--- src/rtl/arm_bus_pkg.sv ---
// rtl/arm_bus_pkg.sv - shared constants and types for the memory arbiter
package arm_bus_pkg;

  localparam int N_REQ       = 3;
  localparam int REQ_IFETCH  = 0;
  localparam int REQ_DATA    = 1;
  localparam int REQ_DBG     = 2;
  localparam int DEF_TIMEOUT = 16;

  typedef enum logic {
    IDLE = 1'b0,
    BUSY = 1'b1
  } arb_state_t;

  function automatic logic [1:0] onehot_to_idx(input logic [N_REQ-1:0] oh);
    if (oh[REQ_DBG])       return 2'd2;
    else if (oh[REQ_DATA]) return 2'd1;
    else                   return 2'd0;
  endfunction

endpackage

--- src/rtl/mem_arbiter_rr_picker.sv ---
// rtl/mem_arbiter_rr_picker.sv - round-robin winner selection starting after last
module rr_picker
  import arm_bus_pkg::*;
(
  input  logic [N_REQ-1:0] req,
  input  logic [1:0]       last,
  output logic [N_REQ-1:0] winner
);

  logic [1:0] first, second, third;

  always_comb begin
    first  = (last   == 2'd2) ? 2'd0 : last   + 2'd1;
    second = (first  == 2'd2) ? 2'd0 : first  + 2'd1;
    third  = (second == 2'd2) ? 2'd0 : second + 2'd1;
    winner = '0;
    if (req[first])       winner[first]  = 1'b1;
    else if (req[second]) winner[second] = 1'b1;
    else if (req[third])  winner[third]  = 1'b1;
  end

endmodule

--- src/rtl/mem_arbiter.sv ---
// rtl/mem_arbiter.sv - three-requester round-robin memory arbiter with access timeout
module mem_arbiter
  import arm_bus_pkg::*;
#(
  parameter int ADDR_W  = 32,
  parameter int DATA_W  = 32,
  parameter int TIMEOUT = DEF_TIMEOUT
) (
  input  logic                          clk,
  input  logic                          rst,
  input  logic [N_REQ-1:0]              req,
  input  logic [N_REQ-1:0]              we,
  input  logic [N_REQ-1:0][ADDR_W-1:0]  addr,
  input  logic [N_REQ-1:0][DATA_W-1:0]  wdata,
  output logic [N_REQ-1:0]              gnt,
  output logic [N_REQ-1:0]              done,
  output logic [N_REQ-1:0]              err,
  output logic [DATA_W-1:0]             rdata,
  output logic                          mem_req,
  output logic                          mem_we,
  output logic [ADDR_W-1:0]             mem_addr,
  output logic [DATA_W-1:0]             mem_wdata,
  input  logic [DATA_W-1:0]             mem_rdata,
  input  logic                          mem_ready
);

  localparam int CNT_W = $clog2(TIMEOUT);
  localparam logic [CNT_W-1:0] CNT_MAX = CNT_W'(TIMEOUT - 1);

  arb_state_t       state, state_nxt;
  logic [1:0]       owner, last, win_idx;
  logic [CNT_W-1:0] cnt;
  logic [N_REQ-1:0] winner, owner_oh;
  logic             complete, expire, launch;

  rr_picker u_picker (
    .req    (req),
    .last   (last),
    .winner (winner)
  );

  assign win_idx  = onehot_to_idx(winner);
  assign owner_oh = 3'b001 << owner;
  assign complete = (state == BUSY) && mem_ready;
  // Completion wins over an expiring counter in the same cycle.
  assign expire   = (state == BUSY) && !mem_ready && (cnt == CNT_MAX);
  assign launch   = (req != '0) && ((state == IDLE) || complete);

  always_ff @(posedge clk or negedge rst) begin
    if (!rst) state <= IDLE;
    else      state <= state_nxt;
  end

  always_comb begin
    state_nxt = state;
    case (state)
      IDLE: if (launch) state_nxt = BUSY;
      BUSY: begin
        if (complete)    state_nxt = launch ? BUSY : IDLE;
        else if (expire) state_nxt = IDLE;
      end
      default: state_nxt = IDLE;
    endcase
  end

  always_ff @(posedge clk or negedge rst) begin
    if (!rst) begin
      gnt       <= '0;
      done      <= '0;
      err       <= '0;
      rdata     <= '0;
      owner     <= 2'd0;
      last      <= 2'd2;
      cnt       <= '0;
      mem_req   <= 1'b0;
      mem_we    <= 1'b0;
      mem_addr  <= '0;
      mem_wdata <= '0;
    end else begin
      gnt  <= launch   ? winner   : '0;
      done <= complete ? owner_oh : '0;
      err  <= expire   ? owner_oh : '0;
      if (complete) rdata <= mem_rdata;
      if (launch) begin
        owner     <= win_idx;
        last      <= win_idx;
        cnt       <= '0;
        mem_req   <= 1'b1;
        mem_we    <= we[win_idx];
        mem_addr  <= addr[win_idx];
        mem_wdata <= wdata[win_idx];
      end else if (complete || expire) begin
        cnt     <= '0;
        mem_req <= 1'b0;
        mem_we  <= 1'b0;
      end else if (state == BUSY) begin
        cnt <= cnt + CNT_W'(1);
      end
    end
  end

endmodule

--- config.mk ---
export PLATFORM = sky130hd
export DESIGN_NAME = mem_arbiter
export DESIGN_NICKNAME = d
export VERILOG_FILES = /design/src/rtl/arm_bus_pkg.sv /design/src/rtl/mem_arbiter_rr_picker.sv /design/src/rtl/mem_arbiter.sv
export SDC_FILE = /design/constraint.sdc
export NUM_CORES = 1
export LEC_CHECK = 0
export ABC_AREA = 0
export CORE_AREA = 3 3 130 132
export CTS_BUF_LIST = sky130_fd_sc_hd__clkbuf_2
export CTS_CLUSTER_SIZE = 25
export DETAILED_ROUTE_END_ITERATION = 10
export DIE_AREA = 0 0 133 135
export PLACE_DENSITY_LB_ADDON = 0.15
export SYNTH_ARGS = -nofsm -noshare
export SYNTH_HDL_FRONTEND = slang
export SYNTH_HIERARCHICAL = 1
export SYNTH_SLANG_ARGS = --single-unit
--- constraint.sdc ---
create_clock -name clk -period 3.65 [get_ports clk]
set_clock_uncertainty 0.1 [all_clocks]
set_input_delay 0.5475 -clock clk [delete_from_list [all_inputs] [get_ports clk]]
set_output_delay 0.5475 -clock clk [all_outputs]
set_load 0.05 [all_outputs]
Word-level counts from Yosys, hierarchy flattened
Index checks and enable logic that the tools add are counted.
W data, S select, Z words.
{ "word_totals": {"reg_bits": 116, "output_inout_bits": 107, "wordCells": 81} }
{ "op_classes": {"n_addsub": 4, "n_lt_le_gt_ge": 7, "n_eq_ne": 4, "shift": 1, "n_mux": 39, "n_bitwise": 1, "reduce_logical": 13} }
{ "op_table": {"columns": ["operator", "n"], "rows": [
  ["$bmux W32 S2", 2],
  ["$mux W32", 2],
  ["$mux W3", 6],
  ["$mux W1", 14],
  ["$lt A2 B3 Y1 const B", 4],
  ["$mux W4", 3],
  ["$bmux W1 S2", 4],
  ["$mux W2", 4],
  ["$logic_and A1 B1 Y1", 7],
  ["$add A2 B1 Y2 const B", 3],
  ["$demux W1 S2", 3],
  ["$eq A2 B2 Y1 const B", 3],
  ["$ge A2 B1 Y1 const B", 3],
  ["$reduce_bool A3 Y1", 2],
  ["$add A4 B1 Y4 const B", 1],
  ["$eq A4 B4 Y1 const B", 1],
  ["$shl A1 B2 Y3 const A", 1],
  ["$logic_or A1 B1 Y1", 2],
  ["$pmux W1 S2", 1],
  ["$reduce_bool A2 Y1", 1],
  ["$logic_not A1 Y1", 1],
  ["$not A1 Y1", 1]
]} }

Depth between registers and ports, before layout
{ "depth": {"depth_word": 18, "ltp_mapped": 8, "depth_no_buf": 5} }

Hierarchy
The synthesis kept the hierarchy.
{ "modules_own_cells": {"columns": ["mod", "n_inst", "cells_per_inst", "area_each_um2", "seq_area_each_um2"], "rows": [
  ["mem_arbiter", 1, 484, 5865.6, 2879.0],
  ["rr_picker", 1, 9, 58.8, 0.0]
]} }

Least setup slack after synthesis
No wires, ideal clock.
{ "synth_path": {"path_kind": "in2reg", "start": "in req[2]", "end": "reg mem_addr[10]", "arrival_ns": 1.867, "t_required_ns": 3.425, "slack_ns": 1.558, "path_stages": 8, "cell_sequence": "nor2b_1 -> o2bb2ai_1 -> clkbuf_1 -> buf_2 -> buf_4 -> mux2i_1 -> o21ai_0 -> mux2_4"} }
{ "synth_via": {"elab_chain_cells": 9, "word_cells_on_any_way": 15, "classes_between": "13 x mux; 2 x reduce/logical"} }
{ "synth_lines": {"columns": ["item", "line", "source"], "rows": [
  ["from (decl)", "mem_arbiter.sv:11", "input logic [N_REQ-1:0] req,"],
  ["$bmux W1 S2", "mem_arbiter_rr_picker.sv:19", "else if (req[third]) winner[third] = 1'b1;"],
  ["$mux W1 (implied by the code)", "mem_arbiter_rr_picker.sv:19", null],
  ["$mux W3", "mem_arbiter_rr_picker.sv:19", null],
  ["$mux W3", "mem_arbiter_rr_picker.sv:18", "else if (req[second]) winner[second] = 1'b1;"],
  ["$mux W3 *", "mem_arbiter_rr_picker.sv:17", "if (req[first]) winner[first] = 1'b1;"],
  ["via winner[1]", "mem_arbiter.sv:33", "logic [N_REQ-1:0] winner, owner_oh;"],
  ["$mux W1 *", "arm_bus_pkg.sv:17", "else if (oh[REQ_DATA]) return 2'd1;"],
  ["$mux W2 *", "arm_bus_pkg.sv:16", "if (oh[REQ_DBG]) return 2'd2;"],
  ["$bmux W32 S2 *", "mem_arbiter.sv:90", "mem_addr <= addr[win_idx];"],
  ["$mux W32 (implied by the code) *", "mem_arbiter.sv:90", null],
  ["to (signal assigned)", "mem_arbiter.sv:90", null],
  ["to (decl)", "mem_arbiter.sv:21", "output logic [ADDR_W-1:0] mem_addr,"]
]} }
The timed path passes the listed nets; every way through them passes the cells marked *. The select of a mux whose other input is x is not followed.
A chain may end at the register's enable or synchronous reset.

Worst setup path in the final report
{ "layout_path": {"start": "reg mem_addr[16]", "end": "out mem_addr[16]"} }
No word-level cell between the ends.

==> flow_summary_export.csv <==
group,metric,value,unit
run_status,status,"finished, final reports clean",
setup_path,path_cells,"clkdlybuf4s50_1",
final_layout,layout.nets,1063,
clocking,cts_setup_buffers,0,
global_route,antenna_found_initial,1,
final_layout,syn2layout_area_growth,63.95,%
timing,fin_crit,2.568,ns
timing,rsz0062_at_grt,"false",
setup_path,worstSetupStartpoint,"mem_addr[16]",
routing,dr.pass1.iters,4,
final_layout,num-fill-cells,1266,
floorplan,core-area,0.01583,mm2
pwr,power_leakage,4.162,nW
clocking,cts_buffer_depth,2,
setup_path,reg2reg_slack,1.37,ns
min_path,hold_class,"input port to asynchronous set/reset pin",
yosys,ys_top_cells_by_count,"dfrtp_1 (114), o21ai_0 (71), nand2_1 (68)",
global_route,grt_pass1_wl,28740,um
setup_path,cp-end-kind,"output port",
routing,drt-initial-drc-count,193,
clocking,clock_sinks,115,
timing,final_max_slew_viol_count,0,
yosys,ys_ff_latch,115,
global_route,grt_pass1_vias,5307,
global_route,track_usage,20.51,%
final_layout,drive_gt1_share,16.98,%
routing,drcViolationCount,0,
setup_path,worstPathArrival,1.92,ns
clocking,cts_tree,"built",
setup_path,reg2reg_depth,6,
yosys,ys.flop_type,"dfrtp_1",
place,dp_hpwl,14910,um
timing,worstMarginPinSlew,0.9475,ns
clocking,cts_root_buffer,"clkbuf_2",
yosys,ys_seq_area_share,48.60,%
yosys,syn_area,0.005924,mm2
routing,via_count,5019,
setup_path,crit_cells,1,
yosys,synth.avg_cell_area,12.02,um2
timing,hold_violations,0,
floorplan,die-width,133,um
yosys,synthArstFlopShare,100.0,%
floorplan,rows,46,
yosys,synth_area_leaders,"dfrtp_1 (48%), mux2_4 (15%), mux2i_1 (11%)",
final_layout,fin_util,61.37,%
global_route,grt_overflow,0,
setup_path,critPathKind,"flip-flop to output port",
pwr,ir_worst_vdd,0.2920,mV
setup_path,crit_slowest_cell,"clkdlybuf4s50_1",
clocking,path_clk_slew,0.17,ns
timing,setup-tns-final,0,ns
yosys,synth_top_area_share,48.15,%
setup_path,crit_required,3.00,ns
yosys,synth.distinct_cells,30,
yosys,synthMostInstantiatedCell,"dfrtp_1",
yosys,synth_warnings,6,
timing,timing.fmax,389.4,MHz
floorplan,die_h,135,um
yosys,synth_edf_count,0,
place,port_buffers,339,
routing,wirelength,18600,um
setup_path,timing.critical_path.from_type,"flip-flop",
timing,period_share,70.36,%
clocking,cts-buffers-inserted,17,
routing,route.detailed.wl_per_inst,17.56,um
setup_path,worst-path-buf-inv,1,
place,routabilityCongestion,0.8025,
timing,relSlewSlack,36.25,%
routing,viasPerCell,4.739,
setup_path,timing.rr.end,"mem_addr[5]",
clocking,htree_levels,4,
run,drv_cap,0,
floorplan,ios,340,
setup_path,critPathTopFamily,"buffers and inverters",
pwr,powerDensity,536.3,mW/mm2
final_layout,multi_input_area,0.002838,mm2
final_layout,register_area,0.002879,mm2
yosys,yosysTopAreaCell,"dfrtp_1",
clocking,clock_latency,0.64,ns
timing,finalSetupViolations,0,
floorplan,start_util,37.43,%
setup_path,critPathMaxFanout,2,
clocking,ctsHoldBuffers,1,
clocking,cts_resized,0,
floorplan,die-area,0.01796,mm2
routing,antenna_left,0,
setup_path,r2r_start,"last[1]",
global_route,grt_max_degree,62,
setup_path,crit_path_max_incr_delay,0.86,ns
yosys,syn_nets,727,
yosys,synthCells,493,
[routing by layer]
layer / part of all wire, % / track usage [%] / vias to the layer above
met4: 1.9 / 7.102 / 0
met3: 8.2 / 7.265 / 24
met5: 0 / 0 / -
li1: - / - / 2405
met2: 52 / 36.15 / 219
met1: 38 / 23.08 / 2371
[registers in the layout (all words and copies together) (netlist names)]
name	flops
mem_wdata	32
err	3
mem_addr	32
mem_req	1
gnt	3
done	3
last	1
owner	2
state	1
rdata	32
cnt	4
mem_we	1
[cell usage in the layout, fill, tap and decap left out, drive strengths merged, types with 2 or more instances in the layout]
master | Yosys | routed
o22ai | 2 | 2
clkbuf | 17 | 20
a22o | 3 | 3
nor3 | 3 | 3
nor2 | 9 | 9
mux2i | 65 | 65
nand2b | 4 | 4
clkinv | 0 | 8
buf | 17 | 12
inv | 6 | 6
mux2 | 97 | 97
o21ai | 71 | 71
dfrtp | 114 | 114
clkdlybuf4s50 | 0 | 338
nor2b | 3 | 3
clkinvlp | 0 | 4
nand3 | 2 | 2
nand2 | 68 | 68
[metrics by stage]
step	setup slack [ns]	total power, mW	std cells	hold WS, ns	area [um2]
4_1_cts	0.9647	5.278	1058	0.2966	9711
2_1_floorplan	1.558	3.526	493	0.1519	5924
3_5_place_dp	0.7069	4.612	1025	0.3902	9533
5_1_grt	0.9138	5.475	1059	0.2645	9713
6_report	1.082	5.210	1059	0.3693	9713
3_3_place_gp	0.7949	4.561	1025	0.3859	9533
[where the power goes]
group | switching (mW) | internal, mW
sequential | 0.183 | 1.56
clock | 0.475 | 0.171
combinational | 1.61 | 1.20
total | 2.27 | 2.94
[logic make-up (layout without fill, tap and decap cells)]
family | after synthesis | count (layout) | share of synthesized area [%]
simple gates | 93 | 93 | 6.463
mux | 162 | 162 | 33.28
buf+inv | 40 | 389 | 4.013
other cells | 0 | 1 | 0
compound gates | 81 | 81 | 7.286
xor+xnor | 1 | 1 | 0.1479
fa+ha+maj | 1 | 1 | 0.2112
flops | 115 | 115 | 48.60
[how the worst max path moves through the flow]
stage                         endpoint  slack [ns]
final                     mem_addr[16]        1.08
after global routing      mem_addr[16]        0.91
after CTS                 mem_wdata[2]        0.96
after detailed placement  mem_addr[25]        0.71
after global placement    mem_addr[30]        0.79
after floorplan           mem_addr[10]        1.56
[final cells by class]
type	instances	share of cell area [%]
well taps	216	2.782
clock inverters	12	0.6956
inverters	6	0.2319
diodes	1	0.02576
repair buffers	351	36.38
clock buffers	20	1.031
flip-flops and latches	115	29.64
multi-input cells	338	29.22
Note: power is estimated with default switching activity, not from simulation.
